[config.mk]
export PLATFORM = sky130hd
export DESIGN_NAME = stage_ex
export DESIGN_NICKNAME = d
export VERILOG_FILES = /design/src/rtl/ex_pkg.sv /design/src/rtl/stage_ex_mul_iter.sv /design/src/rtl/stage_ex.sv
export SDC_FILE = /design/constraint.sdc
export NUM_CORES = 1
export LEC_CHECK = 0
export ABC_AREA = 0
export CAP_MARGIN = 5
export CORE_MARGIN = 4
export CORE_UTILIZATION = 25
export CTS_BUF_LIST = sky130_fd_sc_hd__clkbuf_4
export DETAILED_ROUTE_END_ITERATION = 6
export GPL_TIMING_DRIVEN = 0
export SYNTH_ARGS = -nofsm -noshare
export SYNTH_HDL_FRONTEND = slang
export SYNTH_HIERARCHICAL = 1
export SYNTH_SLANG_ARGS = --single-unit
[constraint.sdc]
create_clock -name clk -period 8.46 [get_ports clk]
set_input_delay 1.692 -clock clk [delete_from_list [all_inputs] [get_ports clk]]
set_output_delay 1.692 -clock clk [all_outputs]
set_load 0.02 [all_outputs]
[src/rtl/ex_pkg.sv]
// Shared types and constants for the execute stage.
package ex_pkg;

    localparam int unsigned XLEN             = 32;
    localparam int unsigned MUL_STEP_DEFAULT = 4;

    typedef enum logic [2:0] {
        ALU_ADD = 3'b000,
        ALU_SUB = 3'b001,
        ALU_AND = 3'b010,
        ALU_OR  = 3'b011,
        ALU_XOR = 3'b100,
        ALU_SLL = 3'b101,
        ALU_MUL = 3'b110,
        ALU_SRL = 3'b111
    } alu_op_t;

    typedef enum logic {
        IDLE = 1'b0,
        BUSY = 1'b1
    } ex_state_t;

    // Only step sizes that divide 32 into a power-of-two iteration count are supported
    function automatic bit mul_step_legal(input int unsigned step);
        return (step == 1) || (step == 2) || (step == 4) || (step == 8);
    endfunction

    // Single-cycle ALU; MUL is handled by the iterative multiplier
    function automatic logic [XLEN-1:0] alu_calc(input alu_op_t op,
                                                  input logic [XLEN-1:0] a,
                                                  input logic [XLEN-1:0] b);
        logic [XLEN-1:0] res;
        res = '0;
        case (op)
            ALU_ADD: res = a + b;
            ALU_SUB: res = a - b;
            ALU_AND: res = a & b;
            ALU_OR:  res = a | b;
            ALU_XOR: res = a ^ b;
            ALU_SLL: res = a << b[4:0];
            ALU_SRL: res = a >> b[4:0];
            default: res = '0;
        endcase
        return res;
    endfunction

endpackage

[src/rtl/stage_ex_mul_iter.sv]
// Iterative shift-add multiplier datapath, MUL_STEP multiplier bits per step.
module mul_iter
    import ex_pkg::*;
#(
    parameter int unsigned MUL_STEP = MUL_STEP_DEFAULT
) (
    input  logic            clk,
    input  logic            rst,
    input  logic            i_start,
    input  logic [XLEN-1:0] i_a,
    input  logic [XLEN-1:0] i_b,
    input  logic            i_busy,
    output logic            o_last_c,
    output logic [XLEN-1:0] o_product_c
);

    localparam int unsigned N     = XLEN / MUL_STEP;
    localparam int unsigned CNT_W = $clog2(N);

    logic [XLEN-1:0]  r_a;
    logic [XLEN-1:0]  r_b;
    logic [XLEN-1:0]  r_acc;
    logic [CNT_W-1:0] r_cnt;
    logic [XLEN-1:0]  w_partial;

    // Partial product of the shifted multiplicand and the current multiplier chunk
    always_comb begin
        w_partial = '0;
        for (int j = 0; j < int'(MUL_STEP); j++) begin
            if (r_b[j]) begin
                w_partial = w_partial + (r_a << j);
            end
        end
    end

    assign o_product_c = r_acc + w_partial;
    assign o_last_c    = (r_cnt == '0);

    // Accumulate one chunk per falling edge while busy
    always_ff @(negedge clk or negedge rst) begin
        if (!rst) begin
            r_a   <= '0;
            r_b   <= '0;
            r_acc <= '0;
            r_cnt <= '0;
        end else if (i_start) begin
            r_a   <= i_a;
            r_b   <= i_b;
            r_acc <= '0;
            r_cnt <= CNT_W'(N - 1);
        end else if (i_busy) begin
            r_acc <= o_product_c;
            r_a   <= r_a << MUL_STEP;
            r_b   <= r_b >> MUL_STEP;
            r_cnt <= r_cnt - CNT_W'(1);
        end
    end

endmodule

[src/rtl/stage_ex.sv]
// Execute stage with folded EX/MEM register, jump resolution and iterative multiply.
module stage_ex
    import ex_pkg::*;
#(
    parameter int unsigned MUL_STEP = MUL_STEP_DEFAULT
) (
    input  logic        clk,
    input  logic        rst,
    input  logic        MemToReg_in,
    input  logic        MemRead_in,
    input  logic        MemWrite_in,
    input  logic        RegWrite_in,
    input  logic [2:0]  ALUOp_in,
    input  logic        ALUSrc_in,
    input  logic        JumpI_in,
    input  logic        JumpCI_in,
    input  logic        JumpCD_in,
    input  logic [31:0] pc_in,
    input  logic [31:0] RD1_in,
    input  logic [31:0] RD2_in,
    input  logic [31:0] RD3_in,
    input  logic [31:0] num_in,
    input  logic [3:0]  RR3_in,
    output logic        stall_out,
    output logic [31:0] alu_result_out,
    output logic [31:0] store_data_out,
    output logic [3:0]  RR3_out,
    output logic        MemToReg_out,
    output logic        MemRead_out,
    output logic        MemWrite_out,
    output logic        RegWrite_out,
    output logic        jump_taken_out,
    output logic [31:0] jump_target_out
);

    if (!mul_step_legal(MUL_STEP)) begin : g_bad_step
        $error("stage_ex: MUL_STEP must be 1, 2, 4 or 8");
    end

    ex_state_t   r_state;
    logic [31:0] r_l_store;
    logic [3:0]  r_l_rr3;
    logic        r_l_memtoreg;
    logic        r_l_memread;
    logic        r_l_memwrite;
    logic        r_l_regwrite;
    logic        r_l_taken;
    logic [31:0] r_l_target;

    logic [31:0] w_b;
    logic        w_is_mul;
    logic        w_taken;
    logic [31:0] w_target;
    logic        w_start;
    logic        w_busy;
    logic        w_last;
    logic [31:0] w_product;

    assign w_b      = ALUSrc_in ? num_in : RD2_in;
    assign w_is_mul = (alu_op_t'(ALUOp_in) == ALU_MUL);
    assign w_taken  = JumpI_in | (JumpCI_in & (RD1_in == RD2_in)) | (JumpCD_in & (RD1_in != RD2_in));
    assign w_target = pc_in + num_in;
    assign w_start  = (r_state == IDLE) && w_is_mul;
    assign w_busy   = (r_state == BUSY);

    // Stall upstream from MUL acceptance until the final chunk edge; never while in reset
    assign stall_out = rst && (w_start || (w_busy && !w_last));

    mul_iter #(
        .MUL_STEP (MUL_STEP)
    ) u_mul (
        .clk         (clk),
        .rst         (rst),
        .i_start     (w_start),
        .i_a         (RD1_in),
        .i_b         (w_b),
        .i_busy      (w_busy),
        .o_last_c    (w_last),
        .o_product_c (w_product)
    );

    // FSM plus EX/MEM register; bubbles are emitted while a multiply is in flight
    always_ff @(negedge clk or negedge rst) begin
        if (!rst) begin
            r_state         <= IDLE;
            r_l_store       <= '0;
            r_l_rr3         <= '0;
            r_l_memtoreg    <= 1'b0;
            r_l_memread     <= 1'b0;
            r_l_memwrite    <= 1'b0;
            r_l_regwrite    <= 1'b0;
            r_l_taken       <= 1'b0;
            r_l_target      <= '0;
            alu_result_out  <= '0;
            store_data_out  <= '0;
            RR3_out         <= '0;
            MemToReg_out    <= 1'b0;
            MemRead_out     <= 1'b0;
            MemWrite_out    <= 1'b0;
            RegWrite_out    <= 1'b0;
            jump_taken_out  <= 1'b0;
            jump_target_out <= '0;
        end else begin
            alu_result_out  <= '0;
            store_data_out  <= '0;
            RR3_out         <= '0;
            MemToReg_out    <= 1'b0;
            MemRead_out     <= 1'b0;
            MemWrite_out    <= 1'b0;
            RegWrite_out    <= 1'b0;
            jump_taken_out  <= 1'b0;
            jump_target_out <= '0;
            case (r_state)
                IDLE: begin
                    if (w_is_mul) begin
                        r_state      <= BUSY;
                        r_l_store    <= RD3_in;
                        r_l_rr3      <= RR3_in;
                        r_l_memtoreg <= MemToReg_in;
                        r_l_memread  <= MemRead_in;
                        r_l_memwrite <= MemWrite_in;
                        r_l_regwrite <= RegWrite_in;
                        r_l_taken    <= w_taken;
                        r_l_target   <= w_target;
                    end else begin
                        alu_result_out  <= alu_calc(alu_op_t'(ALUOp_in), RD1_in, w_b);
                        store_data_out  <= RD3_in;
                        RR3_out         <= RR3_in;
                        MemToReg_out    <= MemToReg_in;
                        MemRead_out     <= MemRead_in;
                        MemWrite_out    <= MemWrite_in;
                        RegWrite_out    <= RegWrite_in;
                        jump_taken_out  <= w_taken;
                        jump_target_out <= w_target;
                    end
                end
                BUSY: begin
                    if (w_last) begin
                        r_state         <= IDLE;
                        alu_result_out  <= w_product;
                        store_data_out  <= r_l_store;
                        RR3_out         <= r_l_rr3;
                        MemToReg_out    <= r_l_memtoreg;
                        MemRead_out     <= r_l_memread;
                        MemWrite_out    <= r_l_memwrite;
                        RegWrite_out    <= r_l_regwrite;
                        jump_taken_out  <= r_l_taken;
                        jump_target_out <= r_l_target;
                    end
                end
                default: r_state <= IDLE;
            endcase
        end
    end

endmodule
==> impl_metrics.csv <==
group,metric,value,unit
outcome,outcome,"complete, but fails checks",
outcome,violations,"setup timing",
sta,worstMarginPinSlew,1.21,ns
pwr,max-vdd-ir-drop,0.000144,V
setup_path,critical-path-top-delay-family,"simple AND/OR/NAND/NOR gates",
setup_path,rr_worst_depth,42,
sta,finalMaxSlewViolations,0,
setup_path,crit_chain,"clkdlybuf4s50_1, nor4_4, a21oi_2, nor2_2, nand3_2, o31ai_4, buf_4, buf_4, buf_4, nand2_1, xnor2_1, ha_1, and2_4, nand3_1, o21ai_4, a311oi_2, or4_1, o211ai_1",
yosys,synth-edff-count,0,
setup_path,path_max_fanout,6,
finish,multi_input_area,21800,um^2
setup_path,cp_num_buf_inv,4,
setup_path,cp.required,4.90,ns
sta,max_slew_margin,19.6,%
finish,drive_above_1_share,20.4,%
drt,vias_per_cell,5.47,
drt,wl_per_cell,24.9,um
setup_path,reg2reg_slack,-0.68,ns
floorplanning,fp.dieW,340,um
yosys,synthFlopType,"dfrtn_1",
clock_tree,h-tree-depth,3,
clock_tree,path_clk_slew,0.05,ns
grt,grt_pass1_wl,190,mm
setup_path,cpPeakStageDelay,0.61,ns
finish,fin_util,34.2,%
yosys,synth_cell_type_count,94,
floorplanning,fp.dieArea,116000,um^2
yosys,netlist_area,27600,um^2
setup_path,path_common_cell,"buf_4",
setup_path,end_kind,"flop",
hold_path,min_from,"r_l_target[17]$_DFFE_NN0P_",
finish,ff_latch_area,6960,um^2
yosys,synth_warnings,6,
sta,finalWorstSetupSlack,-0.839,ns
grt,antenna_found_initial,16,
pwr,pwr_density_cell,250,nW/um^2
grt,grt-ovfl-total,0,
grt,grt_use_total,21.8,%
yosys,synth_seq_cells,278,
finish,fillCellCount,11265,
floorplanning,rows,121,
setup_path,r2r-end,"alu_result_out[31]$_DFF_NN0_",
sta,finalSetupViolCount,29,
grt,grt_pass1_vias,28322,
pwr,static-leakage-power,16.8,nW
yosys,postSynthNetCount,3754,
grt,grt_max_degree,114,
sta,rsz0062_at_grt,"yes",
drt,ant_nets,0,
sta,skew,0.0489,ns
hold_path,worstHoldPathType,"reg2reg",
clock_tree,ctsHoldBuffers,0,
finish,fin_area,37400,um^2
place,port-buffer-count,279,
setup_path,path_depth,18,
place,hpwl,103,mm
setup_path,worst_path_max_delay_cell,"clkdlybuf4s50_1",
finish,area_growth_syn_to_layout,35.5,%
setup_path,path_class,"in2reg",
job,max_cap_violations,0,
place,gp_congestion,1.04,
floorplanning,boundaryPins,283,
finish,nNetsFinal,4246,
clock_tree,cts-root-buf,"clkbuf_4",
clock_tree,clockBufferDepth,3,
drt,first_pass_iters,6,
yosys,syn_inst,3320,
clock_tree,cts_sinks,278,
sta,finalHoldViolCount,0,
setup_path,r2r-start,"u_mul/r_b[0]$_DFFE_NN0P_",
floorplanning,core_area,109000,um^2
drt,postRouteWirelength,133,mm
sta,setup-tns-final,-13.19,ns
hold_path,hold_path_end,"jump_target_out[17]$_DFF_NN0_",
drt,drc,0,
place,place_area,32600,um^2
place,placed_cells,5077,
floorplanning,initial_core_util,25.3,%
clock_tree,numCtsBuffers,79,
hold_path,whs_path_depth,2,
setup_path,start_kind,"primary input",
setup_path,cp.arrival,5.74,ns
pwr,finalPower,0.00935,W
finish,stdcell_count,5353,
floorplanning,die_h,340,um
yosys,async_reset_ff_share,100,%
clock_tree,tritoncts,"done",
yosys,syn_avg_cell_area,8.31,um^2
clock_tree,clk_latency,0.74,ns
yosys,synth_sequential_area_ratio,25.2,%
drt,vias,29274,
drt,drt_iter0_drc,3119,
-- through the flow --
stage	setup slack, ns	hold slack, ns
floorplan	-1.21	0.407
finish	-0.839	0.408
global route	-0.928	0.426
CTS	-0.730	0.389
detailed placement	-3.23	0.423
global placement	-10.87	0.421
-- cells by family (layout without fill, tap and decap cells) --
group / after synthesis / after routing / synth area share, %
compound gates: 997 / 997 / 24.0
flops: 278 / 278 / 25.2
xor+xnor: 216 / 216 / 6.93
mux: 315 / 315 / 12.3
other cells: 0 / 8 / 0
simple gates: 915 / 915 / 14.7
buf+inv: 341 / 890 / 4.96
fa+ha+maj: 258 / 258 / 11.9
-- registers in the layout (all words and copies together), names as in the netlist, 3 cells and up --
register and flops:
jump_target_out 32, r_l_rr3 4, u_mul/r_b 32, r_l_target 32, r_l_store 32, u_mul/r_acc 32
alu_result_out 32, RR3_out 4, u_mul/r_a 32, store_data_out 32, u_mul/r_cnt 3
-- where the power goes --
part           leakage (nW)  switching [W]  internal (W)
clock                 0.607       0.000622      0.000677
sequential             3.61       0.000368       0.00187
combinational          12.6        0.00343       0.00238
-- worst register-to-register path, delay by kind of cell, from the launching register on --
kind	cells	cell delay (ns)
AOI/OAI and AO/OA	23	5.13
DFF	1	0.47
adders and majority gates	4	0.96
xor gates and xnor gates	4	0.59
buffers and inverters	5	0.73
muxes	2	0.61
and+or+nand+nor	4	0.48
-- repair_timing --
item,4_1_cts,5_1_grt
pin swaps,124,153
gates cloned,0,0
setup buffers,95,52
endpoints found under the setup margin,150,67
resized for setup,424,224
-- layout by cell type, fill, tap and decap left out, types with 127 or more instances in the layout --
master           Yosys  layout
xnor2_1            160     141
inv_1              154     144
o21ai_0            230     188
ha_1               251     206
dfrtn_1            278     278
a21oi_1            233     180
nor2_1             210     197
mux2i_1            246     222
nand2_1            443     430
clkdlybuf4s50_1      0     235
buf_4                5     127
-- final cells by class --
type / instances / area share [%]
multi-input cells: 2701 / 58.4
plain buffers: 167 / 2.89
clock inverters: 25 / 0.435
flip-flops and latches: 278 / 18.6
repair buffers: 427 / 10.8
clock buffers: 113 / 2.27
diodes: 8 / 0.0536
inverters: 158 / 1.63
well taps: 1476 / 4.94
-- how the worst max path moves through the flow --
| stage | from | to | slack [ns] |
|---|---|---|---|
| after floorplan | ALUSrc_in | alu_result_out[29]$_DFF_NN0_ | -1.21 |
| after global placement | rst | u_mul/r_a[16]$_DFFE_NN0P_ | -10.87 |
| after detailed placement | u_mul/r_b[0]$_DFFE_NN0P_ | alu_result_out[31]$_DFF_NN0_ | -3.23 |
| after CTS | ALUSrc_in | alu_result_out[29]$_DFF_NN0_ | -0.73 |
| after global routing | u_mul/r_b[0]$_DFFE_NN0P_ | alu_result_out[31]$_DFF_NN0_ | -0.93 |
| final | RD2_in[16] | alu_result_out[31]$_DFF_NN0_ | -0.84 |
-- per-layer routing --
metal	GRT usage, %	wire [um]
met2	33.6	58800
met5	0	46
met4	9.45	6310
met3	4.73	11500
met1	29.3	56800
-- cells in the mapped netlist (26+ instances only) --
library cell,number,area (um^2)
nand2_1,443,1660
dfrtn_1,278,6960
ha_1,251,3140
mux2i_1,246,2460
a21oi_1,233,1170
o21ai_0,230,1150
nor2_1,210,788
xnor2_1,160,1400
inv_1,154,578
clkbuf_1,126,473
a21o_1,84,631
a22o_1,78,683
mux2_2,56,631
xor2_1,54,473
a31oi_1,44,275
nand3_1,43,215
nand2b_1,42,263
a211oi_1,34,255
o211ai_1,34,255
nor3_1,31,155
o21a_1,29,218
and2_1,28,175
buf_1,26,97.6
No activity file was read; power rests on OpenSTA's default activity.
